`src/rtl/rsa_seq_pkg.sv`:
```
// Shared types and constants for the RSA operand loader / run sequencer.
package rsa_seq_pkg;

    typedef enum logic [3:0] {
        StIdle    = 4'd0,
        StCheck   = 4'd1,
        StKgStart = 4'd2,
        StKgWait  = 4'd3,
        StDnStart = 4'd4,
        StDnWait  = 4'd5,
        StExStart = 4'd6,
        StExWait  = 4'd7,
        StDone    = 4'd8,
        StErr     = 4'd9
    } state_e;

    localparam logic [1:0] SEL_P  = 2'b00;
    localparam logic [1:0] SEL_Q  = 2'b01;
    localparam logic [1:0] SEL_ML = 2'b10;
    localparam logic [1:0] SEL_MH = 2'b11;

    localparam logic [1:0] ERR_NONE    = 2'b00;
    localparam logic [1:0] ERR_OPERAND = 2'b01;
    localparam logic [1:0] ERR_TIMEOUT = 2'b10;

    function automatic logic is_busy(input state_e s);
        return s inside {StKgStart, StKgWait, StDnStart, StDnWait, StExStart, StExWait};
    endfunction

    function automatic logic is_start(input state_e s);
        return s inside {StKgStart, StDnStart, StExStart};
    endfunction

endpackage

```
`src/rtl/rsa_seq_ctrl_if.sv`:
```
// Host load bus plus RSA core handshake for rsa_seq_ctrl.
interface rsa_seq_ctrl_if;
    logic [7:0]  in_byte;
    logic        in_valid;
    logic [1:0]  in_sel;
    logic        go;
    logic        finish;
    logic        fin1;
    logic        finished;
    logic [7:0]  p;
    logic [7:0]  q;
    logic [15:0] M;
    logic        start;
    logic        start1;
    logic        start2;
    logic        busy;
    logic        done;
    logic        error;
    logic [1:0]  err_code;
    logic [15:0] cycle_count;

    modport master (
        output in_byte, in_valid, in_sel, go, finish, fin1, finished,
        input  p, q, M, start, start1, start2, busy, done, error, err_code, cycle_count
    );

    modport slave (
        input  in_byte, in_valid, in_sel, go, finish, fin1, finished,
        output p, q, M, start, start1, start2, busy, done, error, err_code, cycle_count
    );
endinterface

```
`src/rtl/rsa_wait_timer.sv`:
```
// Saturating wait timer; expired_o flags that the count reaches TIMEOUT_CYCLES on this edge.
module rsa_wait_timer #(
    parameter int unsigned TIMEOUT_CYCLES = 65535,
    parameter int unsigned TW             = 16
) (
    input  logic clk,
    input  logic rst,
    input  logic clear_i,
    input  logic en_i,
    output logic expired_o
);

    localparam logic [TW:0] Limit = (TW + 1)'(TIMEOUT_CYCLES);

    logic [TW-1:0] count_q, count_d;
    logic [TW:0]   count_inc;

    always_comb begin
        count_inc = {1'b0, count_q} + (TW + 1)'(1);
        count_d   = count_q;
        if (clear_i) begin
            count_d = '0;
        end else if (en_i && ({1'b0, count_q} < Limit)) begin
            count_d = count_inc[TW-1:0];
        end
    end

    // Stays asserted once saturated, so a late WAIT still aborts.
    assign expired_o = en_i && (count_inc >= Limit);

    always_ff @(posedge clk or posedge rst) begin
        if (rst) begin
            count_q <= '0;
        end else begin
            count_q <= count_d;
        end
    end

endmodule

```
`src/rtl/rsa_seq_ctrl.sv`:
```
// Operand loader and keygen / d,n / modexp run sequencer for the RSA top level.
// Optional busy-cycle counter on cycle_count when RSA_SEQ_CYCLE_CNT_EN is defined.
module rsa_seq_ctrl
    import rsa_seq_pkg::*;
#(
    parameter int unsigned TIMEOUT_CYCLES = 65535,
    parameter int unsigned TW             = 16
) (
    input logic           clk,
    input logic           rst,
    rsa_seq_ctrl_if.slave bus
);

    state_e      state_q, state_d;
    logic [7:0]  p_q, p_d, q_q, q_d;
    logic [15:0] m_q, m_d;
    logic        start_q, start_d, start1_q, start1_d, start2_q, start2_d;
    logic        busy_q, busy_d, done_q, done_d, error_q, error_d;
    logic [1:0]  err_code_q, err_code_d;
    logic        first_q, first_d;
    logic        operand_bad;
    logic        tmr_clear, tmr_en, tmr_expired;

    always_comb begin
        state_d    = state_q;
        p_d        = p_q;
        q_d        = q_q;
        m_d        = m_q;
        err_code_d = err_code_q;

        if (bus.in_valid && !busy_q) begin
            unique case (bus.in_sel)
                SEL_P:  p_d        = bus.in_byte;
                SEL_Q:  q_d        = bus.in_byte;
                SEL_ML: m_d[7:0]   = bus.in_byte;
                SEL_MH: m_d[15:8]  = bus.in_byte;
            endcase
        end

        operand_bad = (p_q < 8'd2) || (q_q < 8'd2) || (p_q == q_q);

        // first_q masks a done level left high by the previous run.
        unique case (state_q)
            StIdle, StDone, StErr: begin
                if (bus.go) begin
                    state_d    = StCheck;
                    err_code_d = ERR_NONE;
                end
            end
            StCheck: begin
                if (operand_bad) begin
                    state_d    = StErr;
                    err_code_d = ERR_OPERAND;
                end else begin
                    state_d = StKgStart;
                end
            end
            StKgStart: state_d = StKgWait;
            StDnStart: state_d = StDnWait;
            StExStart: state_d = StExWait;
            StKgWait: begin
                if (!first_q && bus.finish) state_d = StDnStart;
                else if (tmr_expired) begin
                    state_d    = StErr;
                    err_code_d = ERR_TIMEOUT;
                end
            end
            StDnWait: begin
                if (!first_q && bus.fin1) state_d = StExStart;
                else if (tmr_expired) begin
                    state_d    = StErr;
                    err_code_d = ERR_TIMEOUT;
                end
            end
            StExWait: begin
                if (!first_q && bus.finished) state_d = StDone;
                else if (tmr_expired) begin
                    state_d    = StErr;
                    err_code_d = ERR_TIMEOUT;
                end
            end
            default: state_d = StIdle;
        endcase

        start_d  = (state_d == StKgStart);
        start1_d = (state_d == StDnStart);
        start2_d = (state_d == StExStart);
        busy_d   = is_busy(state_d);
        done_d   = (state_d == StDone);
        error_d  = (state_d == StErr);
        first_d  = is_start(state_q);
        // Clearing on entry lets the timer count the START cycle as elapsed time.
        tmr_clear = is_start(state_d);
        tmr_en    = busy_q;
    end

    always_ff @(posedge clk or posedge rst) begin
        if (rst) begin
            state_q    <= StIdle;
            p_q        <= '0;
            q_q        <= '0;
            m_q        <= '0;
            start_q    <= 1'b0;
            start1_q   <= 1'b0;
            start2_q   <= 1'b0;
            busy_q     <= 1'b0;
            done_q     <= 1'b0;
            error_q    <= 1'b0;
            err_code_q <= ERR_NONE;
            first_q    <= 1'b0;
        end else begin
            state_q    <= state_d;
            p_q        <= p_d;
            q_q        <= q_d;
            m_q        <= m_d;
            start_q    <= start_d;
            start1_q   <= start1_d;
            start2_q   <= start2_d;
            busy_q     <= busy_d;
            done_q     <= done_d;
            error_q    <= error_d;
            err_code_q <= err_code_d;
            first_q    <= first_d;
        end
    end

    rsa_wait_timer #(
        .TIMEOUT_CYCLES(TIMEOUT_CYCLES),
        .TW            (TW)
    ) u_timer (
        .clk      (clk),
        .rst      (rst),
        .clear_i  (tmr_clear),
        .en_i     (tmr_en),
        .expired_o(tmr_expired)
    );

`ifdef RSA_SEQ_CYCLE_CNT_EN
    logic [15:0] cyc_q, cyc_d;

    always_comb begin
        cyc_d = cyc_q;
        if (state_d == StCheck) begin
            cyc_d = '0;
        end else if (busy_q && (cyc_q != 16'hFFFF)) begin
            cyc_d = cyc_q + 16'd1;
        end
    end

    always_ff @(posedge clk or posedge rst) begin
        if (rst) begin
            cyc_q <= '0;
        end else begin
            cyc_q <= cyc_d;
        end
    end

    assign bus.cycle_count = cyc_q;
`else
    assign bus.cycle_count = 16'd0;
`endif

    assign bus.p        = p_q;
    assign bus.q        = q_q;
    assign bus.M        = m_q;
    assign bus.start    = start_q;
    assign bus.start1   = start1_q;
    assign bus.start2   = start2_q;
    assign bus.busy     = busy_q;
    assign bus.done     = done_q;
    assign bus.error    = error_q;
    assign bus.err_code = err_code_q;

endmodule

```
`src/flat_wrapper.sv`:
```
// flat-port wrapper written by rule: the top's interface ports become plain ports
module rsa_seq_ctrl_flat import rsa_seq_pkg::*;
#(
    parameter int unsigned TIMEOUT_CYCLES = 65535,
    parameter int unsigned TW             = 16
)
  (clk, rst, bus_in_byte, bus_in_valid, bus_in_sel, bus_go, bus_finish, bus_fin1, bus_finished, bus_p, bus_q, bus_M, bus_start, bus_start1, bus_start2, bus_busy, bus_done, bus_error, bus_err_code, bus_cycle_count);
  rsa_seq_ctrl_if bus_i ();
  input logic clk;
  input logic rst;
  input wire logic [$bits(bus_i.in_byte)-1:0] bus_in_byte;
  input wire logic [$bits(bus_i.in_valid)-1:0] bus_in_valid;
  input wire logic [$bits(bus_i.in_sel)-1:0] bus_in_sel;
  input wire logic [$bits(bus_i.go)-1:0] bus_go;
  input wire logic [$bits(bus_i.finish)-1:0] bus_finish;
  input wire logic [$bits(bus_i.fin1)-1:0] bus_fin1;
  input wire logic [$bits(bus_i.finished)-1:0] bus_finished;
  output wire logic [$bits(bus_i.p)-1:0] bus_p;
  output wire logic [$bits(bus_i.q)-1:0] bus_q;
  output wire logic [$bits(bus_i.M)-1:0] bus_M;
  output wire logic [$bits(bus_i.start)-1:0] bus_start;
  output wire logic [$bits(bus_i.start1)-1:0] bus_start1;
  output wire logic [$bits(bus_i.start2)-1:0] bus_start2;
  output wire logic [$bits(bus_i.busy)-1:0] bus_busy;
  output wire logic [$bits(bus_i.done)-1:0] bus_done;
  output wire logic [$bits(bus_i.error)-1:0] bus_error;
  output wire logic [$bits(bus_i.err_code)-1:0] bus_err_code;
  output wire logic [$bits(bus_i.cycle_count)-1:0] bus_cycle_count;
  assign bus_i.in_byte = bus_in_byte;
  assign bus_i.in_valid = bus_in_valid;
  assign bus_i.in_sel = bus_in_sel;
  assign bus_i.go = bus_go;
  assign bus_i.finish = bus_finish;
  assign bus_i.fin1 = bus_fin1;
  assign bus_i.finished = bus_finished;
  assign bus_p = bus_i.p;
  assign bus_q = bus_i.q;
  assign bus_M = bus_i.M;
  assign bus_start = bus_i.start;
  assign bus_start1 = bus_i.start1;
  assign bus_start2 = bus_i.start2;
  assign bus_busy = bus_i.busy;
  assign bus_done = bus_i.done;
  assign bus_error = bus_i.error;
  assign bus_err_code = bus_i.err_code;
  assign bus_cycle_count = bus_i.cycle_count;
  rsa_seq_ctrl #(.TIMEOUT_CYCLES(TIMEOUT_CYCLES), .TW(TW)) u_core (.clk(clk), .rst(rst), .bus(bus_i));
endmodule
```
`config.mk`:
```
export PLATFORM = sky130hd
export DESIGN_NAME = rsa_seq_ctrl_flat
export DESIGN_NICKNAME = d
export VERILOG_FILES = /design/src/rtl/rsa_seq_pkg.sv /design/src/rtl/rsa_seq_ctrl_if.sv /design/src/rtl/rsa_wait_timer.sv /design/src/rtl/rsa_seq_ctrl.sv /design/src/flat_wrapper.sv
export SDC_FILE = /design/constraint.sdc
export NUM_CORES = 1
export LEC_CHECK = 0
export BUFFER_PORTS_ARGS = -buffer_cell sky130_fd_sc_hd__buf_4
export CAP_MARGIN = 25
export CORE_UTILIZATION = 49
export CTS_CLUSTER_DIAMETER = 30
export CTS_CLUSTER_SIZE = 12
export DETAILED_ROUTE_END_ITERATION = 8
export GPL_ROUTABILITY_DRIVEN = 0
export GPL_TIMING_DRIVEN = 0
export PLACE_DENSITY = 0.77
export SLEW_MARGIN = 20
export SYNTH_ARGS = -nofsm -noshare
export SYNTH_HDL_FRONTEND = slang
export SYNTH_SLANG_ARGS = --single-unit
```
`constraint.sdc`:
```
create_clock -name clk -period 2.2 [get_ports clk]
set_input_delay 0.33 -clock clk [delete_from_list [all_inputs] [get_ports clk]]
set_output_delay 0.33 -clock clk [all_outputs]
set_load 0.01 [all_outputs]
```
* Word-level counts from Yosys, hierarchy flattened
Cells that the tools add are included.
** Operators by class
- $add $sub $neg :: 1
- Multiply operators :: 0
- Divide/modulo/power cells :: 0
- Order comparisons :: 4
- Eq/ne operators :: 26
- Shifts and indexed selects :: 0
- Multiplexer cells :: 16
- Bitwise logic cells :: 0
- Reductions and logical operators :: 23
** Operators with widths (number)
- equality test 4 x 3 -> 1 bit, second input constant :: 8
- two-way mux 16 bit :: 2
- case mux 4 bit (8 select lines) :: 1
- two-way mux 4 bit :: 6
- adder 16 x 1 -> 17 bit, second input constant :: 1
- >= comparator 17 x 16 -> 1 bit, second input constant :: 1
- equality test 4 x 2 -> 1 bit, second input constant :: 4
- equality test 4 bit, second input constant :: 4
- less-than comparator 16 bit, second input constant :: 1
- less-than comparator 8 x 2 -> 1 bit, second input constant :: 2
- two-way mux 2 bit :: 6
- case mux 2 bit (5 select lines) :: 1
- equality test 8 bit :: 1
- != test 2 bit, second input constant :: 4
- AND reduction 2 bit :: 4
- logical AND 1 bit :: 6
- AND reduction 6 bit :: 1
- nonzero test 3 bit :: 2
- nonzero test 6 bit :: 1
- nonzero test 5 bit :: 1
- equality test 2 bit, second input constant :: 2
- equality test 4 x 1 -> 1 bit, second input constant :: 1
- zero test 4 bit :: 1
- OR reduction 3 bit :: 1
- other kinds (6) :: 8
** Storage, ports and cells
- Register bits after elaboration :: 61
- Latch bits :: 0
- RAM bits :: 0
- ROM bits :: 0
- Memories kept :: 0

* Longest topological paths before layout
Gate-level depths: netlist of run 1.
- Depth after elaboration :: 9
- Depth in mapped cells :: 8

* Hierarchy
From an unflattened synthesis of run 1, not the netlist that was laid out.
** Unflattened totals
- Cells, all modules :: 307
- Area total of the unflattened synthesis :: 3304.4 sq um
** Modules (own cells, without submodules)
- rsa_seq_ctrl :: times used 1, cells each 170, area each 2150.8 sq um, seq. area each 1126.1 sq um
- rsa_wait_timer :: times used 1, cells each 137, area each 1153.6 sq um, seq. area each 400.4 sq um

* Worst setup path after synthesis of run 1
No wires, ideal clock.
- Path kind :: reg-to-reg
- Start :: reg u_core.u_timer.count_q[0]
- End :: reg u_core.busy_q (netlist: u_core.bus.busy)
- Setup time :: 139 ps
- Data arrival time :: 2224 ps
- Data required time :: 2061 ps
- Slack :: -164 ps
- Stages on the path, launching flop included :: 9
- Path through :: dfrtp_1 > inv_1 > ha_1 > nor2_1 > o21ai_1 > or4_1 > or4_4 > o21ai_4 > o211ai_1
** On the way
- Cells in the longest elaborated chain, start to end :: 8
- Elaborated cells between the ends (all ways) :: 15
- Classes of those cells :: add/sub: 1; order compare: 1; eq/ne: 6; mux: 5; reduce/logical: 2
** Ends and longest elaborated chain
- start: declaration :: RTL line rsa_wait_timer.sv:15 : logic [TW-1:0] count_q, count_d;
- start signal: assignment :: RTL line rsa_wait_timer.sv:35 : count_q <= count_d;
- adder 16 x 1 -> 17 bit * :: RTL line rsa_wait_timer.sv:19 : count_inc = {1'b0, count_q} + (TW + 1)'(1);
- >= comparator 17 x 16 -> 1 bit * :: RTL line rsa_wait_timer.sv:29 : assign expired_o = en_i && (count_inc >= Limit);
- logical AND 1 bit * :: RTL line rsa_wait_timer.sv:29
- two-way mux 4 bit * :: RTL line rsa_seq_ctrl.sv:63, rsa_seq_ctrl.sv:70, rsa_seq_ctrl.sv:77
- two-way mux 4 bit, on equally long branches :: RTL line rsa_seq_ctrl.sv:76, rsa_seq_ctrl.sv:62, rsa_seq_ctrl.sv:69
- case mux 4 bit (8 select lines) * :: RTL line rsa_seq_ctrl.sv:43 : unique case (state_q)
- equality test 4 x 2 -> 1 bit / equality test 4 x 3 -> 1 bit (equally long branches) :: RTL line rsa_seq_pkg.sv:27 : return s inside {StKgStart, StKgWait, StDnStart, StDnWait, StExStart, StExWait};
- nonzero test 6 bit * :: RTL line rsa_seq_pkg.sv:27
- net u_core.busy_d :: RTL line rsa_seq_ctrl.sv:18 : logic busy_q, busy_d, done_q, done_d, error_q, error_d;
- end signal: assignment :: RTL line rsa_seq_ctrl.sv:119 : busy_q <= busy_d;
- end: declaration :: RTL line rsa_seq_ctrl.sv:18
Mark *: on every way through the listed nets, which the timed path passes. The rest lies on a longest branch.
A chain may end at the register's enable or synchronous reset.

* Worst setup path after layout of run 1
- Start :: reg u_core.u_timer.count_q[0]
- End :: reg u_core.err_code_q[0] (netlist: u_core.bus.err_code[0])
** On the way
- Cells in the longest elaborated chain, start to end :: 6
- Elaborated cells between the ends (all ways) :: 8
- Classes of those cells :: add/sub: 1; order compare: 1; mux: 5; reduce/logical: 1
** Ends and longest elaborated chain
- adder 16 x 1 -> 17 bit * :: RTL line rsa_wait_timer.sv:19
- >= comparator 17 x 16 -> 1 bit * :: RTL line rsa_wait_timer.sv:29
- logical AND 1 bit * :: RTL line rsa_wait_timer.sv:29
- two-way mux 2 bit *
- two-way mux 2 bit, on equally long branches
- case mux 2 bit (5 select lines) *
- end signal: assignment :: RTL line rsa_seq_ctrl.sv:122 : err_code_q <= err_code_d;
- end: declaration :: RTL line rsa_seq_ctrl.sv:19 : logic [1:0] err_code_q, err_code_d;
Mark *: on every way between the ends. The rest lies on a longest branch, timed or not. The select of a mux whose other input is x is not followed.

==> impl_metrics.env, run 1 <==
export IMPL_outcome="complete, but fails checks"
export IMPL_violations="negative setup slack"
export IMPL_yosysSeqAreaShare_pct=48.5
export IMPL_final_area_um2=4200
export IMPL_die_area_um2=6750
export IMPL_clk_path_buf_depth=2
export IMPL_route_met3_wl_um=504
export IMPL_endpoint_kind="register"
export IMPL_stdcell_count=464
export IMPL_antenna_found_initial=0
export IMPL_hold_viol_final=0
export IMPL_yosysMostFrequentCell="dfrtp_1"
export IMPL_start_util_pct=51.9
export IMPL_tns_ps=-553
export IMPL_coreArea_um2=6060
export IMPL_wl_per_cell_um=15.7
export IMPL_maxCapViolCount=0
export IMPL_top_layer="met4"
export IMPL_drt_wl_total_mm=7.30
export IMPL_synth_edf_count=0
export IMPL_timing_final_crit_share_pct=105
export IMPL_power_leakage_nw=1.92
export IMPL_crit_type="register to register"
export IMPL_worstReg2RegStart="u_core.u_timer.count_q[0]"
export IMPL_yosysTopAreaCell="dfrtp_1"
export IMPL_diodes=0
export IMPL_rsz0062_at_grt="yes"
export IMPL_critPathMaxFanout=7
export IMPL_grt_max_degree=56
export IMPL_slew_headroom_pct=47.0
export IMPL_cp_cell_sequence="inv_2, ha_4, nor2_2, o21ai_1, or4_1, or4_4, o21ai_4, a31oi_1"
export IMPL_cpPeakStageDelay_ps=470
export IMPL_async_flop_share_pct=100
export IMPL_synth_top_area_share_pct=48.5
export IMPL_htree_num_levels=3
export IMPL_slew_violations=0
export IMPL_cp_arrival_ps=2520
export IMPL_die_w_um=82.2
export IMPL_die_height_um=82.2
export IMPL_dp_cells=436
export IMPL_fin_crit_ps=2300
export IMPL_ant_nets=0
export IMPL_io_pin_count=73
export IMPL_p_per_area_nw_per_um2=1330
export IMPL_grt_usage_pct=23.4
export IMPL_ff2ff_setup_slack_ps=-100
export IMPL_tightest_slew_ps=792
export IMPL_timing_fmax_mhz=434
export IMPL_synthCells=289
export IMPL_m1WireLength_mm=3.21
export IMPL_vias=2524
export IMPL_cts_tree="yes"
export IMPL_viasPerCell=5.44
export IMPL_placed_cell_area_um2=3750
export IMPL_rows=28
export IMPL_area_sequential_um2=1530
export IMPL_port_buffers=56
export IMPL_drtPass1Iterations=4
export IMPL_yosys_top_cells_count="dfrtp_1, mux2_2, nor2_1"
export IMPL_nets=404
export IMPL_dpl_hpwl_mm=5.02
export IMPL_synth_distinct_cells=57
export IMPL_ys_ff_latch=61
export IMPL_syn_area_um2=3150
export IMPL_worstPathRequired_ps=2410
export IMPL_preCtsSetupSlack_ps=-378
export IMPL_multiInputGateArea_um2=1620
export IMPL_power_mw=5.60
export IMPL_finalSetupViolations=7
export IMPL_areaGrowthSynthToFinish_pct=33.5
export IMPL_finalHoldWorstSlack_ps=241
export IMPL_postSynthAreaPerCell_um2=10.9
export IMPL_crit_start="u_core.u_timer.count_q[0]"
export IMPL_max_vdd_ir_drop_mv=0.891
export IMPL_cts_root_buf="clkbuf_8"
export IMPL_gr_total_overflow=0
export IMPL_critical_path_slowest_cell="or4_1"
export IMPL_clkSinkCount=61
export IMPL_drive_gt1_share_pct=42.9
export IMPL_grt_pass1_wl_mm=11.7
export IMPL_wl_met2_mm=3.52
export IMPL_fin_ws_ps=-105
export IMPL_drc=0
export IMPL_fin_util_pct=69.4
export IMPL_drt_iter0_drc=198
export IMPL_cp_endpoint="u_core.bus.err_code[0]"
export IMPL_netlist_top_cells_area="dfrtp_1, mux2_2, xor2_1"
export IMPL_cts_clk_slew_worst_paths_ps=70
export IMPL_r2r_end="u_core.bus.err_code[0]"
export IMPL_synth_main_ff_cell="dfrtp_1"
export IMPL_ys_warn_count=0
export IMPL_reg2regPathDepth=8
export IMPL_clock_latency_ps=340
export IMPL_grt_pass1_vias=2424
export IMPL_hp_class="input pin to register"
export IMPL_crit_path_start_kind="register"
export IMPL_clock_skew_ps=5.37
export IMPL_fill_cells=456
export IMPL_cts_made_buffers=9
-- sequential cells by signal (all words and copies together), names as in the netlist, 2 cells and up --
name                    flops
u_core.u_timer.count_q     16
u_core.bus.M               16
u_core.bus.q                8
u_core.state_q              4
u_core.bus.err_code         2
u_core.bus.p                8
-- worst min path at each step --
stage | from | cells after the start | to | slack, ps
floorplan | u_core.state_q[2] | 1 | u_core.bus.start1 | 450
global placement | u_core.state_q[2] | 1 | u_core.bus.start1 | 480
detailed placement | rst | 2 | u_core.state_q[1] | 230
CTS | bus_in_byte[2] | 2 | u_core.bus.M[2] | 240
global route | bus_in_byte[2] | 2 | u_core.bus.p[2] | 230
finish | bus_in_byte[2] | 2 | u_core.bus.p[2] | 240
-- layout by cell type (no fill, tap or decap), types with 4 or more instances in the layout --
master / n
nand3_1: 13
nand4_1: 7
nand2_1: 14
clkbuf_8: 11
buf_4: 84
nor2_1: 24
inv_1: 5
dfrtp_1: 59
conb_1: 16
a21oi_1: 6
mux2_2: 32
xor2_1: 21
o21ai_0: 4
clkbuf_1: 4
-- worst max-delay path, delay by kind of cell, from the launching register on --
family,cells,cell delay (ps)
AO/OA/AOI/OAI,3,440
adder cells (fa/ha/maj),1,200
buffers and inverters,1,80
flip-flops,1,450
AND/OR/NAND/NOR,3,1010
-- power by group --
part / internal, mW / total (mW) / switching, mW
clock network: 0.574 / 1.02 / 0.443
logic: 1.36 / 2.65 / 1.29
registers: 1.54 / 1.94 / 0.398
total: 3.47 / 5.60 / 2.13
-- metal layers --
metal | global-route usage (%) | vias up
li1 | - | 1202
met1 | 30.5 | 1219
met2 | 38.1 | 95
met3 | 6.26 | 8
met4 | 7.37 | 0
met5 | 0 | -
-- cell families (layout without fill, tap and decap cells) --
logic type               after synthesis  count (layout)  share of synthesized area [%]
multiplexers                          34              34                           12.1
AND/OR/NAND/NOR                       93              93                           15.8
AO/OA/AOI/OAI                         41              41                           9.78
flip-flops                            61              61                           48.5
other                                  1              16                          0.119
adder cells (fa/ha/maj)                2               2                          0.795
buffers and inverters                 33             118                           6.24
XOR/XNOR                              24              24                           6.68
-- area by class of cell --
cell class / instances / share of cell area (%)
clock inverter: 4 / 1.13
clock buffer: 11 / 3.60
inverter: 7 / 0.685
multi-input combinational: 210 / 38.5
tap: 75 / 2.23
timing repair buffer: 70 / 13.0
buffer: 26 / 4.40
sequential: 61 / 36.4
-- what timing repair did --
action,in CTS,in global routing
endpoints found under the setup margin,23,21
setup buffers,12,0
gates resized for setup,22,9
hold endpoints to repair,6,0
pin swaps,9,8
hold buffers,1,0
No activity file was read; power rests on OpenSTA's default activity.
==> inputs of run 2 (changes only) <==
--- a/config.mk
+++ b/config.mk
@@ -5,15 +5,15 @@
 export SDC_FILE = /design/constraint.sdc
 export NUM_CORES = 1
 export LEC_CHECK = 0
-export BUFFER_PORTS_ARGS = -buffer_cell sky130_fd_sc_hd__buf_4
 export CAP_MARGIN = 25
-export CORE_UTILIZATION = 49
+export CORE_UTILIZATION = 53
 export CTS_CLUSTER_DIAMETER = 30
 export CTS_CLUSTER_SIZE = 12
 export DETAILED_ROUTE_END_ITERATION = 8
+export DONT_BUFFER_PORTS = 1
 export GPL_ROUTABILITY_DRIVEN = 0
 export GPL_TIMING_DRIVEN = 0
-export PLACE_DENSITY = 0.77
+export PLACE_DENSITY = 0.71
 export SLEW_MARGIN = 20
 export SYNTH_ARGS = -nofsm -noshare
 export SYNTH_HDL_FRONTEND = slang
==> run 2 against run 1 <==
The flow still finishes with violations (negative setup slack). Power is 11% lower. Count of clock-buffer cells in the layout is 2 higher. Cell area is 11% lower. Clock skew is 6.1 ps higher. Final cell count is 13% lower. Combinational power is 26% lower. Fmax is 0.87% higher. Wire length is 6.9% lower. Via count is 8.1% lower. Utilization is 2.4 points lower. Die area is 7.4% lower. Critical endpoint is now u_core.bus.busy. Largest cell class unchanged.
==> impl_metrics.env, run 2 (same netlist as run 1, synthesis figures left out) <==
export IMPL_drive_gt1_share_pct=37.8
export IMPL_preCtsSetupSlack_ps=-332
export IMPL_die_area_um2=6250
export IMPL_gr_total_overflow=0
export IMPL_worstPathRequired_ps=2420
export IMPL_drtPass1Iterations=4
export IMPL_port_buffers=0
export IMPL_fin_ws_ps=-84.7
export IMPL_htree_num_levels=3
export IMPL_multiInputGateArea_um2=1650
export IMPL_rsz0062_at_grt="yes"
export IMPL_slew_headroom_pct=49.7
export IMPL_diodes=0
export IMPL_die_height_um=79.1
export IMPL_violations="negative setup slack"
export IMPL_endpoint_kind="register"
export IMPL_slew_violations=0
export IMPL_start_util_pct=56.1
export IMPL_min_from="bus_in_byte[1]"
export IMPL_clock_skew_ps=11.5
export IMPL_cts_clk_slew_worst_paths_ps=60
export IMPL_viasPerCell=5.75
export IMPL_fin_util_pct=66.9
export IMPL_fin_crit_ps=2280
export IMPL_cts_root_buf="clkbuf_8"
export IMPL_timing_final_crit_share_pct=104
export IMPL_dpl_hpwl_mm=4.66
export IMPL_clkSinkCount=61
export IMPL_nets=346
export IMPL_finalSetupViolations=7
export IMPL_crit_path_start_kind="register"
export IMPL_fill_cells=455
export IMPL_p_per_area_nw_per_um2=1330
export IMPL_drt_wl_total_mm=6.79
export IMPL_layout_common_cells="dfrtp_1, mux2_2, buf_4"
export IMPL_coreArea_um2=5610
export IMPL_stdcell_count=403
export IMPL_drc=0
export IMPL_outcome="complete, but fails checks"
export IMPL_crit_start="u_core.u_timer.count_q[0]"
export IMPL_rows=27
export IMPL_power_leakage_nw=1.61
export IMPL_dp_cells=377
export IMPL_grt_max_degree=43
export IMPL_grt_pass1_wl_mm=11.1
export IMPL_io_pin_count=73
export IMPL_placed_cell_area_um2=3320
export IMPL_layout_commonest_cell="dfrtp_1"
export IMPL_area_sequential_um2=1540
export IMPL_clock_latency_ps=350
export IMPL_maxCapViolCount=0
export IMPL_antenna_found_initial=0
export IMPL_areaGrowthSynthToFinish_pct=19.2
export IMPL_grt_pass1_vias=2282
export IMPL_worstReg2RegStart="u_core.u_timer.count_q[0]"
export IMPL_cp_arrival_ps=2500
export IMPL_cts_tree="yes"
export IMPL_vias=2319
export IMPL_tns_ps=-511
export IMPL_hold_viol_final=0
export IMPL_timing_fmax_mhz=438
export IMPL_hp_class="input pin to register"
export IMPL_die_w_um=79.1
export IMPL_cts_made_buffers=9
export IMPL_wl_per_cell_um=16.9
export IMPL_final_area_um2=3750
export IMPL_tightest_slew_ps=752
export IMPL_critPathMaxFanout=7
export IMPL_max_vdd_ir_drop_mv=0.887
export IMPL_crit_type="register to register"
export IMPL_grt_usage_pct=23.7
export IMPL_drt_iter0_drc=140
export IMPL_clk_path_buf_depth=2
export IMPL_ant_nets=0
-- run 2: cell types whose count changed in the layout (fill, tap and decap cells not counted), moves of 3 or more --
cell,before,now
buf_4,84,27
nor2_1,24,14
nor2_2,1,7
dfrtp_1,59,54
dfrtp_2,2,7
nor2_4,0,4
clkbuf_4,3,0
-- run 2: worst paths after layout --
check / end / slack [ps] / cells after the start
setup / recovery: u_core.bus.busy / -80 / 8
max in group asynchronous: u_core.u_timer.count_q[0] / 1290 / 3
setup reg to reg: u_core.bus.busy / -80 / 8
hold reg to reg: u_core.bus.start1 / 550 / 1
hold / removal: u_core.bus.q[1] / 130 / 1
min in group asynchronous: u_core.bus.M[2] / 410 / 2
-- run 2: final cells by class --
class | count | area share [%]
plain buffers | 24 | 4.57
well taps | 72 | 2.40
inverters | 7 | 0.767
clock inverters | 2 | 0.267
flip-flops and latches | 61 | 40.9
repair buffers | 14 | 3.30
multi-input cells | 210 | 43.8
clock buffers | 13 | 3.97
-- run 2: critical path: stages (launching register included) --
cell and delay, ps:
dfrtp_2 430, inv_2 70, ha_4 200, nor2_2 100, o21ai_1 60, or4_1 490
or4_4 460, o21ai_4 230, o211ai_1 120
-- run 2: routing by layer --
metal	GRT usage [%]	part of all wire [%]	wire length, µm	vias up
met5	0	0	0	-
met4	11.6	2.0	136	0
met3	6.78	8.1	553	12
met2	38.1	50	3370	103
met1	29.1	40	2730	1110
li1	-	-	-	1094
-- run 2: through the flow --
stage / total power, mW / hold slack, ps
5_1_grt: 5.32 / 127
3_5_place_dp: 3.60 / 161
2_1_floorplan: 3.21 / 446
6_report: 4.99 / 132
3_3_place_gp: 3.53 / 479
4_1_cts: 4.84 / 126
-- run 2: what timing repair did --
item | in CTS | in global routing
hold buffers | 1 | 0
resized for setup | 26 | 23
endpoints found under the setup margin | 23 | 24
setup buffers | 8 | 3
pin swaps | 6 | 15
cloned | 1 | 0
hold endpoints to repair | 19 | 0
-- run 2: report_power, final --
| part | switching [mW] | internal (mW) | leakage [nW] |
|---|---|---|---|
| clock network | 0.413 | 0.430 | 0.0833 |
| logic | 1.01 | 0.959 | 0.759 |
| registers | 0.633 | 1.55 | 0.766 |
| total | 2.05 | 2.94 | 1.61 |
==> inputs of run 3 (changes only) <==
--- a/config.mk
+++ b/config.mk
@@ -13,7 +13,7 @@
 export DONT_BUFFER_PORTS = 1
 export GPL_ROUTABILITY_DRIVEN = 0
 export GPL_TIMING_DRIVEN = 0
-export PLACE_DENSITY = 0.71
+export PLACE_DENSITY = 0.68
 export SLEW_MARGIN = 20
 export SYNTH_ARGS = -nofsm -noshare
 export SYNTH_HDL_FRONTEND = slang
==> constraint.sdc (replaced) <==
create_clock -name clk -period 2.84 [get_ports clk]
set_input_delay 0.426 -clock clk [delete_from_list [all_inputs] [get_ports clk]]
set_output_delay 0.426 -clock clk [all_outputs]
set_load 0.01 [all_outputs]
==> run 3 against run 2 <==
The run now ends clean. Global-route usage down 1.8 points. Combinational power shrank 44%. Non-clock buffer count decreased by 10. Via count fell by 4.4%. Critical path type unchanged. Critical endpoint unchanged. Largest power group unchanged.
==> impl_metrics.env, run 3 (same netlist as run 1, synthesis figures left out) <==
export IMPL_worstReg2RegStart="u_core.u_timer.count_q[0]"
export IMPL_drt_wl_total_mm=6.14
export IMPL_worstPathRequired_ps=3040
export IMPL_p_sw_mw=1.39
export IMPL_clock_skew_ps=6.50
export IMPL_tightest_slew_ps=768
export IMPL_timing_fmax_mhz=388
export IMPL_clock_latency_ps=340
export IMPL_htree_num_levels=3
export IMPL_die_w_um=79.1
export IMPL_crit_path_start_kind="register"
export IMPL_p_int_mw=2.20
export IMPL_crit_start="u_core.u_timer.count_q[0]"
export IMPL_slew_violations=0
export IMPL_endpoint_kind="register"
export IMPL_grt_max_degree=39
export IMPL_power_frac_comb_pct=30.9
export IMPL_io_pin_count=73
export IMPL_drtPass1Iterations=4
export IMPL_antenna_found_initial=0
export IMPL_wl_per_cell_um=15.6
export IMPL_cts_root_buf="clkbuf_8"
export IMPL_nets=336
export IMPL_drive_gt1_share_pct=24.8
export IMPL_cts_clk_slew_worst_paths_ps=70
export IMPL_gr_total_overflow=0
export IMPL_crit_type="register to register"
export IMPL_ant_nets=0
export IMPL_drc=0
export IMPL_hold_viol_final=0
export IMPL_critPathMaxFanout=7
export IMPL_diodes=0
export IMPL_fill_cells=465
export IMPL_rsz0062_at_grt="no"
export IMPL_timing_final_crit_share_pct=90.8
export IMPL_layout_commonest_cell="dfrtp_1"
export IMPL_pwr_share_seq_pct=45.5
export IMPL_max_vdd_ir_drop_mv=0.571
export IMPL_min_from="bus_in_byte[5]"
export IMPL_slew_headroom_pct=48.6
export IMPL_p_clk_share_pct=23.6
export IMPL_grt_pass1_vias=2169
export IMPL_clk_path_buf_depth=2
export IMPL_power_leakage_nw=1.57
export IMPL_cts_tree="yes"
export IMPL_grt_pass1_wl_mm=10.4
export IMPL_cts_resized=0
export IMPL_viasPerCell=5.62
export IMPL_drt_iter0_drc=157
export IMPL_rows=27
export IMPL_power_mw=3.59
export IMPL_clkSinkCount=61
export IMPL_switching_share_pct=38.6
export IMPL_hp_class="input pin to register"
export IMPL_maxCapViolCount=0
export IMPL_finalSetupViolations=0
export IMPL_layout_common_cells="dfrtp_1, mux2_2, nor2_1"
export IMPL_fin_crit_ps=2580
export IMPL_vias=2216
export IMPL_die_area_um2=6250
export IMPL_cts_made_buffers=9
export IMPL_grt_usage_pct=21.9
export IMPL_outcome="completed"
export IMPL_port_buffers=0
export IMPL_start_util_pct=56.1
export IMPL_cp_arrival_ps=2780
export IMPL_tns_ps=0
export IMPL_die_height_um=79.1
export IMPL_areaGrowthSynthToFinish_pct=12.5
export IMPL_p_per_area_nw_per_um2=1010
export IMPL_dpl_hpwl_mm=4.46
export IMPL_coreArea_um2=5610
run 3: cell count changes in the layout (fill, tap and decap cells not counted), sizes merged:
| cell | before | now |
|---|---|---|
| buf | 34 | 22 |
| clkinv | 2 | 4 |
| clkbuf | 16 | 15 |
| bufinv | 0 | 2 |
run 3: final cells by class:
cell class	count	area, µm²	share of cell area, %
inverters	7	28.8	0.812
flip-flops and latches	61	1530	43.1
well taps	72	90.1	2.54
repair buffers	2	30.0	0.848
clock inverters	6	87.6	2.47
plain buffers	26	170	4.80
clock buffers	10	128	3.60
multi-input cells	210	1480	41.8
run 3: power by group through the flow:
stage          Clock [mW]  Sequential [mW]  Combinational [mW]
5_1_grt             0.899             1.69                1.26
2_1_floorplan           0             1.55               0.934
4_1_cts             0.861             1.64                1.12
3_5_place_dp            0             1.66                1.11
3_3_place_gp            0             1.65                1.09
6_report            0.846             1.63                1.11
run 3: final timing paths:
path | endpoint | slack (ps) | cells past startpoint
max | u_core.bus.busy | 260 | 8
min | u_core.bus.M[13] | 230 | 1
max reg2reg | u_core.bus.busy | 260 | 8
min reg2reg | u_core.bus.start1 | 520 | 1
max in group asynchronous | u_core.bus.M[0] | 1820 | 3
min in group asynchronous | u_core.bus.M[10] | 530 | 2
run 3: timing repair:
item                       in CTS  in global routing
hold buffers                    1                  0
hold endpoints to repair       23                  0
buffers inserted                0                  0
setup endpoints to repair       0                  0
run 3: metal layers:
layer / GRT usage (%) / vias to the layer above / share of wire [%]
met4: 9.82 / 0 / 1.9
met2: 33.5 / 78 / 47
met3: 7.01 / 11 / 7.5
li1: - / 1070 / -
met5: 0 / - / 0
met1: 28.4 / 1057 / 43
run 3: worst max-delay path, cell delays in order, from the launching register on:
cell and delay (ps):
dfrtp_1 470, inv_1 70, ha_1 310, nor2_1 90, o21ai_1 70, or4_1 530, or4_4 550, o21ai_4 220
o211ai_1 140
run 3: metrics by stage:
step                hold WS (ps)  worst slack, ps  area, µm²  util, %  std cells
detailed placement           280              277       3320     59.1        377
CTS                          221              241       3540     63.2        394
global route                 212             60.5       3540     63.2        394
global placement             481              265       3290     58.7        376
finish                       231              261       3540     63.2        394
floorplan                    446              476       3200        -        304
